===== src/rtl/bal_pkg.sv =====
// Shared constants, types and saturation helpers for the balance controller.
// Included by bal_pid_core and balance_cntrl_pipe.

package bal_pkg;

    localparam int P_COEFF      = 5;
    localparam int D_SHIFT      = 6;
    localparam int I_SHIFT_FAST = 1;
    localparam int I_SHIFT_SLOW = 6;

    localparam logic [11:0] STEER_MIN = 12'h200;
    localparam logic [11:0] STEER_MAX = 12'hE00;
    localparam logic [11:0] STEER_MID = 12'h7FF;

    localparam logic signed [11:0] TOO_FAST_THR    = 12'sd1536;
    localparam logic signed [11:0] LOW_TORQUE_BAND = 12'sh03C;
    localparam logic signed [11:0] MIN_DUTY        = 12'sh0B4;

    typedef logic signed [11:0] spd_t;

    typedef struct packed {
        spd_t lft;
        spd_t rght;
        logic too_fast;
    } spd_cmd_t;

    function automatic spd_t sat12(input logic signed [17:0] x);
        if (x > 18'sd2047) begin
            return 12'sh7FF;
        end
        if (x < -18'sd2048) begin
            return 12'sh800;
        end
        return 12'(x);
    endfunction

    // Pushes small commands past motor stiction: small values are amplified,
    // larger ones get a fixed minimum-duty offset away from zero.
    function automatic spd_t dead_zone(input spd_t x);
        logic signed [13:0] y;
        if (x >= LOW_TORQUE_BAND) begin
            y = 14'(x) + 14'(MIN_DUTY);
        end else if (x <= -LOW_TORQUE_BAND) begin
            y = 14'(x) - 14'(MIN_DUTY);
        end else begin
            y = 14'(x) <<< 2;
        end
        return sat12(18'(y));
    endfunction

endpackage


===== src/rtl/bal_pid_core.sv =====
// PID front end of the balance controller: error saturation, P/I/D terms,
// saturating integrator (stage 1) and the saturated PID sum (stage 2).

module bal_pid_core
    import bal_pkg::*;
#(
    parameter int unsigned PTCH_W   = 16,
    parameter bit          FAST_SIM = 1'b1
) (
    input  logic                     clk,
    input  logic                     rst_n,
    input  logic                     vld_i,
    input  logic signed [PTCH_W-1:0] ptch_i,
    input  logic signed [PTCH_W-1:0] ptch_rt_i,
    input  logic                     pwr_up_i,
    input  logic                     rider_off_i,
    output spd_t                     pid_o,
    output logic                     pid_vld_o
);

    localparam int unsigned WW      = (PTCH_W + 2 > 20) ? PTCH_W + 2 : 20;
    localparam int          I_SHIFT = FAST_SIM ? I_SHIFT_FAST : I_SHIFT_SLOW;

    function automatic logic signed [9:0] sat10(input logic signed [WW-1:0] x);
        if (x > WW'(511)) begin
            return 10'sh1FF;
        end
        if (x < -WW'(512)) begin
            return 10'sh200;
        end
        return 10'(x);
    endfunction

    function automatic logic signed [14:0] sat15(input logic signed [WW-1:0] x);
        if (x > WW'(16383)) begin
            return 15'sh3FFF;
        end
        if (x < -WW'(16384)) begin
            return 15'sh4000;
        end
        return 15'(x);
    endfunction

    logic signed [9:0]  err;
    logic signed [14:0] p_d, p_q;
    logic signed [14:0] d_d, d_q;
    logic signed [14:0] i_term;
    logic signed [17:0] integ_d, integ_q;
    logic signed [18:0] integ_sum;
    logic signed [17:0] pid_sum;
    spd_t               pid_d, pid_q;
    logic               s1_vld_q, s2_vld_q;

    always_comb begin
        err       = sat10(WW'(ptch_i));
        p_d       = 15'(err) * 15'(P_COEFF);
        d_d       = sat15(-(WW'(ptch_rt_i) >>> D_SHIFT));
        integ_sum = 19'(integ_q) + 19'(err);
        integ_d   = integ_q;
        // Rider loss or power removal always wins over accumulation.
        if (!pwr_up_i || rider_off_i) begin
            integ_d = '0;
        end else if (vld_i) begin
            if (integ_sum > 19'sd131071) begin
                integ_d = 18'sd131071;
            end else if (integ_sum < -19'sd131071) begin
                integ_d = -18'sd131071;
            end else begin
                integ_d = 18'(integ_sum);
            end
        end
        i_term  = sat15(WW'(integ_q) >>> I_SHIFT);
        pid_sum = 18'(p_q) + 18'(i_term) + 18'(d_q);
        pid_d   = sat12(pid_sum);
    end

    always_ff @(posedge clk or negedge rst_n) begin
        if (!rst_n) begin
            p_q      <= '0;
            d_q      <= '0;
            integ_q  <= '0;
            s1_vld_q <= 1'b0;
            pid_q    <= '0;
            s2_vld_q <= 1'b0;
        end else begin
            integ_q  <= integ_d;
            s1_vld_q <= vld_i;
            s2_vld_q <= s1_vld_q;
            if (vld_i) begin
                p_q <= p_d;
                d_q <= d_d;
            end
            if (s1_vld_q) begin
                pid_q <= pid_d;
            end
        end
    end

    assign pid_o     = pid_q;
    assign pid_vld_o = s2_vld_q;

endmodule


===== src/rtl/balance_cntrl_pipe.sv =====
// Pipelined Segway balance controller: PID core, soft-start, retiming, steering mix.
// Optional dead-zone compensation is enabled by defining BAL_DEADZONE_EN.

module balance_cntrl_pipe
    import bal_pkg::*;
#(
    parameter int unsigned PTCH_W   = 16,
    parameter int unsigned PIPE_STG = 1,
    parameter bit          FAST_SIM = 1'b1
) (
    input  logic                     clk,
    input  logic                     rst_n,
    input  logic                     vld_i,
    input  logic signed [PTCH_W-1:0] ptch_i,
    input  logic signed [PTCH_W-1:0] ptch_rt_i,
    input  logic                     pwr_up_i,
    input  logic                     rider_off_i,
    input  logic                     en_steer_i,
    input  logic [11:0]              steer_pot_i,
    output logic signed [11:0]       lft_spd_o,
    output logic signed [11:0]       rght_spd_o,
    output logic                     spd_vld_o,
    output logic                     too_fast_o
);

    localparam int unsigned SS_W = FAST_SIM ? 9 : 27;

    spd_t pid_s2, pid_rt;
    logic vld_s2, vld_rt;

    bal_pid_core #(
        .PTCH_W   (PTCH_W),
        .FAST_SIM (FAST_SIM)
    ) u_pid_core (
        .clk         (clk),
        .rst_n       (rst_n),
        .vld_i       (vld_i),
        .ptch_i      (ptch_i),
        .ptch_rt_i   (ptch_rt_i),
        .pwr_up_i    (pwr_up_i),
        .rider_off_i (rider_off_i),
        .pid_o       (pid_s2),
        .pid_vld_o   (vld_s2)
    );

    // Soft-start ramp: saturating counter, upper 8 bits scale the PID.
    logic [SS_W-1:0] ss_cnt_d, ss_cnt_q;
    logic [7:0]      ss_tmr;

    always_comb begin
        ss_cnt_d = ss_cnt_q;
        if (!pwr_up_i) begin
            ss_cnt_d = '0;
        end else if (!(&ss_cnt_q)) begin
            ss_cnt_d = ss_cnt_q + 1'b1;
        end
    end

    always_ff @(posedge clk or negedge rst_n) begin
        if (!rst_n) begin
            ss_cnt_q <= '0;
        end else begin
            ss_cnt_q <= ss_cnt_d;
        end
    end

    assign ss_tmr = ss_cnt_q[SS_W-1 -: 8];

    if (PIPE_STG == 0) begin : g_no_retime
        assign pid_rt = pid_s2;
        assign vld_rt = vld_s2;
    end else begin : g_retime
        logic [PIPE_STG-1:0][11:0] pid_q;
        logic [PIPE_STG-1:0]       vld_q;

        always_ff @(posedge clk or negedge rst_n) begin
            if (!rst_n) begin
                pid_q <= '0;
                vld_q <= '0;
            end else begin
                pid_q[0] <= pid_s2;
                vld_q[0] <= vld_s2;
                for (int i = 1; i < PIPE_STG; i++) begin
                    pid_q[i] <= pid_q[i-1];
                    vld_q[i] <= vld_q[i-1];
                end
            end
        end

        assign pid_rt = spd_t'(pid_q[PIPE_STG-1]);
        assign vld_rt = vld_q[PIPE_STG-1];
    end

    logic signed [20:0] scale_prod;
    spd_t               scaled;
    logic [11:0]        pot_clip;
    logic signed [12:0] steer_op;
    logic signed [14:0] steer_x3;
    spd_t               steer;
    logic signed [12:0] lft_sum, rght_sum;
    spd_t               lft_mix, rght_mix;
    spd_cmd_t           cmd_d, cmd_q;
    logic               spd_vld_q;

    always_comb begin
        scale_prod = 21'(pid_rt) * 21'($signed({1'b0, ss_tmr}));
        scaled     = 12'(scale_prod >>> 8);

        if (steer_pot_i < STEER_MIN) begin
            pot_clip = STEER_MIN;
        end else if (steer_pot_i > STEER_MAX) begin
            pot_clip = STEER_MAX;
        end else begin
            pot_clip = steer_pot_i;
        end
        steer_op = $signed({1'b0, pot_clip}) - $signed({1'b0, STEER_MID});
        steer_x3 = 15'(steer_op) * 15'sd3;
        steer    = 12'(steer_x3 >>> 4);

        if (en_steer_i) begin
            lft_sum  = 13'(scaled) + 13'(steer);
            rght_sum = 13'(scaled) - 13'(steer);
        end else begin
            lft_sum  = 13'(scaled);
            rght_sum = 13'(scaled);
        end
        lft_mix  = sat12(18'(lft_sum));
        rght_mix = sat12(18'(rght_sum));

        // Overspeed is judged on the raw mix, ahead of any dead-zone boost.
        cmd_d.too_fast = (lft_mix > TOO_FAST_THR) || (rght_mix > TOO_FAST_THR);
`ifdef BAL_DEADZONE_EN
        cmd_d.lft  = dead_zone(lft_mix);
        cmd_d.rght = dead_zone(rght_mix);
`else
        cmd_d.lft  = lft_mix;
        cmd_d.rght = rght_mix;
`endif
    end

    always_ff @(posedge clk or negedge rst_n) begin
        if (!rst_n) begin
            cmd_q     <= '0;
            spd_vld_q <= 1'b0;
        end else begin
            spd_vld_q <= vld_rt;
            if (!pwr_up_i) begin
                cmd_q <= '0;
            end else if (vld_rt) begin
                cmd_q <= cmd_d;
            end
        end
    end

    assign lft_spd_o  = cmd_q.lft;
    assign rght_spd_o = cmd_q.rght;
    assign too_fast_o = cmd_q.too_fast;
    assign spd_vld_o  = spd_vld_q;

endmodule

===== config.mk =====
export PLATFORM = sky130hd
export DESIGN_NAME = balance_cntrl_pipe
export DESIGN_NICKNAME = d
export VERILOG_FILES = /design/src/rtl/bal_pkg.sv /design/src/rtl/bal_pid_core.sv /design/src/rtl/balance_cntrl_pipe.sv
export SDC_FILE = /design/constraint.sdc
export NUM_CORES = 1
export LEC_CHECK = 0
export CORE_UTILIZATION = 40
export CTS_CLUSTER_SIZE = 20
export DETAILED_ROUTE_END_ITERATION = 16
export GPL_TIMING_DRIVEN = 0
export SYNTH_ARGS = -nofsm -noshare
export SYNTH_HDL_FRONTEND = slang
export SYNTH_SLANG_ARGS = --single-unit

===== constraint.sdc =====
create_clock -name clk -period 22.3 [get_ports clk]
set_input_delay 4.46 -clock clk [delete_from_list [all_inputs] [get_ports clk]]
set_output_delay 4.46 -clock clk [all_outputs]
set_load 0.01 [all_outputs]

==> flow_summary.ini, run 1 <==
[detailed_routing]
drt_iter0_drc = 608
firstDrtPassIters = 5
vias = 10698
routed_wl_microns = 31550
via_per_inst = 5.293
ant_nets = 0
wire_per_inst_microns = 15.61
drc = 0

[status]
status = completed

[setup_path]
worst-setup-path-type = in2reg
cp_max_fo = 10
rr_worst_depth = 28
worstPathRequired_ns = 22.53
end_kind = flop
cp.arrival_ns = 12.11
cp_common_cell = a21oi_1
crit_path_start_kind = input pin
cpPeakStageDelay_ns = 0.66
critPathSlowestCell = a2111oi_0

[grt]
grt_first_pass_wirelength_microns = 51780
grt.total_usage_pct = 19.51
grt_overflow = 0
grt_pass1_vias = 10304
grt_max_degree = 86
antenna_found_initial = 0

[power_and_ir_drop]
power_density_nw_per_um2 = 73.61
max-vdd-ir-drop_mv = 0.03744
p_leak_nw = 6.873

[place]
io_buffers = 68
dpl.hpwl_microns = 26240
place.gp.congestion = 0.9205
preCtsSetupSlack_ns = 10.20
dpl-instance-area_sq_um = 14130

[die]
coreArea_sq_um = 31640
boundaryPins = 76
initial_utilization_pct = 40.83
die_h_microns = 181.7
die_width_microns = 181.7
dieArea_sq_um = 33010
num_rows = 65

[cts]
cts_setup_buffers = 0
ctsResizeCount = 0
hold_buffers = 0
cts_tree = yes
numCtsBuffers = 9
clk_pin_slew_ns = 0.08
cts_root_buf = clkbuf_16
clockBufferDepth = 2
cts.sinks = 109
clock_latency_ns = 0.36
h-tree-depth = 3

[timing]
tns_ns = 0
tightestPinTransition_ns = 1.098
fin_ws_ns = 10.41
hold_viol = 0
grt_setup_unrepaired = false
slew_violations = 0
period_share_pct = 53.30
finalSetupViolations = 0
period_minus_slack_ns = 11.89
slew_headroom_pct = 26.63
finClkSkew_ns = 0.01220
max_freq_mhz = 84.13

[layout]
area_growth_syn_to_layout_pct = 11.62
multi_input_area_sq_um = 9281
fillers = 3111
regArea_sq_um = 2728
antenna_cells = 0
nNetsFinal = 1893
drive_above_1_share_pct = 2.656
final_area_sq_um = 14420

[synthesis]
synth_area_leader_cell = dfrtp_1
netlist-cell-type-count = 79
yosysWarnings = 0
netlist_top_cells_area = dfrtp_1, fa_1, ha_1
synth_edf_count = 0
synthFlopType = dfrtp_1
synth_nets = 1813
yosysMostFrequentCell = inv_1
avgSynthCellArea_sq_um = 8.420
synth_commonest_cells = inv_1, nand2_1, ha_1
synth_seq_cells = 109
synthCells = 1534
ys_seq_area_share_pct = 21.12
synth_top_area_share_pct = 21.12
syn_area_sq_um = 12920
synthArstFlopShare_pct = 100.0

[job]
drv_cap = 0

[min_path]
hp-class = reg2reg
holdPathStages = 0
## through the flow
step                      cells  util (%)  power, mW  hold WS (ns)
after CTS                  2021     45.57      1.067        0.3542
after detailed placement   2005     44.66     0.9015        0.3465
after global placement     2004     44.57     0.8950        0.3394
final                      2021     45.57      1.061        0.3496
after global routing       2021     45.57      1.156        0.3617
after floorplan            1534         -     0.7234        0.3312
## kinds of logic (layout without fill, tap and decap cells)
logic type / Yosys count / after routing / share of synthesized area, %
AND/OR/NAND/NOR: 478 / 478 / 18.21
AO/OA/AOI/OAI: 363 / 363 / 17.78
XOR/XNOR: 102 / 102 / 7.062
multiplexers: 12 / 12 / 0.9494
buffers and inverters: 239 / 324 / 7.023
flip-flops: 109 / 109 / 21.12
adder cells (fa/ha/maj): 231 / 231 / 27.86
## layout make-up
type / instances / share of cell area [%]
multi-input cells: 1186 / 64.38
flip-flops and latches: 109 / 18.92
repair buffers: 69 / 4.921
well taps: 402 / 3.489
inverters: 188 / 4.895
clock inverters: 6 / 0.4166
clock buffers: 10 / 1.588
plain buffers: 51 / 1.397
## state kept, by name (all words and copies together) (netlist names), 9 cells and up
register and count:
ss_cnt_q 9, u_pid_core.pid_o 12, u_pid_core.d_q 15, g_retime.pid_q 12
u_pid_core.p_q 14, lft_spd_o 12, rght_spd_o 12, u_pid_core.integ_q 18
## critical path, delay by kind of cell
family | cells | cell delay (ns)
simple gates | 12 | 2.77
xor+xnor | 2 | 0.27
fa+ha+maj | 4 | 1.07
compound gates | 12 | 2.93
buf+inv | 2 | 0.60
## report_power, final
group | switching (mW) | internal [mW] | leakage (nW)
logic | 0.361 | 0.254 | 5.36
clock network | 0.0828 | 0.0783 | 0.140
registers | 0.0471 | 0.239 | 1.38
total | 0.491 | 0.571 | 6.87
## path summary, 6_finish.rpt
check                                               startpoint                         end  slack, ns
worst max-delay path                            steer_pot_i[5]   rght_spd_o[6]$_DFFE_PN0P_      10.41
worst max register to register         ss_cnt_q[3]$_DFFE_PN0P_   rght_spd_o[6]$_DFFE_PN0P_      13.67
worst min-delay path            u_pid_core.pid_vld_o$_DFF_PN0_    g_retime.vld_q$_DFF_PN0_       0.35
worst min register to register  u_pid_core.pid_vld_o$_DFF_PN0_    g_retime.vld_q$_DFF_PN0_       0.35
min in group asynchronous                                rst_n     ss_cnt_q[4]$_DFFE_PN0P_       3.96
max in group asynchronous                                rst_n  rght_spd_o[11]$_DFFE_PN0P_      17.63
## metal layers
layer  up-vias  wire length (microns)  track usage (%)
met1      5124                  15070            26.54
met4         0                    541            5.051
met3        29                    877            1.905
li1       5368                      -                -
met5         -                      0                0
met2       177                  15070            33.09
## layout by cell type (no fill, tap or decap), types with 5 or more instances in the layout
| cell type | netlist | final |
|---|---|---|
| a211oi_1 | 9 | 9 |
| a31oi_1 | 10 | 10 |
| nor2_1 | 108 | 108 |
| nand3b_1 | 8 | 8 |
| nand2_1 | 140 | 140 |
| clkdlybuf4s50_1 | 0 | 67 |
| xnor2_1 | 69 | 69 |
| nand4_1 | 12 | 12 |
| nor3b_1 | 6 | 6 |
| nor2b_1 | 17 | 17 |
| o31ai_1 | 8 | 8 |
| mux2i_1 | 10 | 10 |
| a21o_1 | 16 | 16 |
| nor3_1 | 36 | 36 |
| and3_1 | 5 | 5 |
| clkbuf_16 | 0 | 9 |
| or2_2 | 6 | 6 |
| or3_1 | 13 | 13 |
| clkbuf_1 | 44 | 45 |
| o21ai_0 | 94 | 94 |
| o211ai_1 | 6 | 6 |
| dfrtp_1 | 109 | 109 |
| o21a_1 | 25 | 25 |
| ha_1 | 134 | 134 |
| o21bai_1 | 14 | 14 |
| xor2_1 | 32 | 32 |
| nand3_1 | 27 | 27 |
| and2_1 | 65 | 65 |
| a221oi_1 | 10 | 10 |
| a21oi_1 | 112 | 112 |
| a2111oi_0 | 8 | 8 |
| nand2b_1 | 10 | 10 |
| nor4_1 | 9 | 9 |
| inv_1 | 187 | 187 |
| fa_1 | 95 | 95 |
Power figures use the tool's default switching activity.
==> run 2: changes to the inputs <==
==> constraint.sdc (replaced) <==
create_clock -name clk -period 12.4 [get_ports clk]
set_input_delay 2.48 -clock clk [delete_from_list [all_inputs] [get_ports clk]]
set_output_delay 2.48 -clock clk [all_outputs]
set_load 0.01 [all_outputs]
==> results of run 2 <==
The final DEF is identical to that of run 1. Status: completed.
Among the figures that moved: setup slack after placement 10.20 ns -> 2.276 ns; setup slack after layout 10.41 ns -> 2.494 ns; register-to-register setup slack 13.67 ns -> 3.77 ns; total power 1.061 mW -> 1.909 mW; worst IR drop on VDD 0.03744 mV -> 0.06734 mV
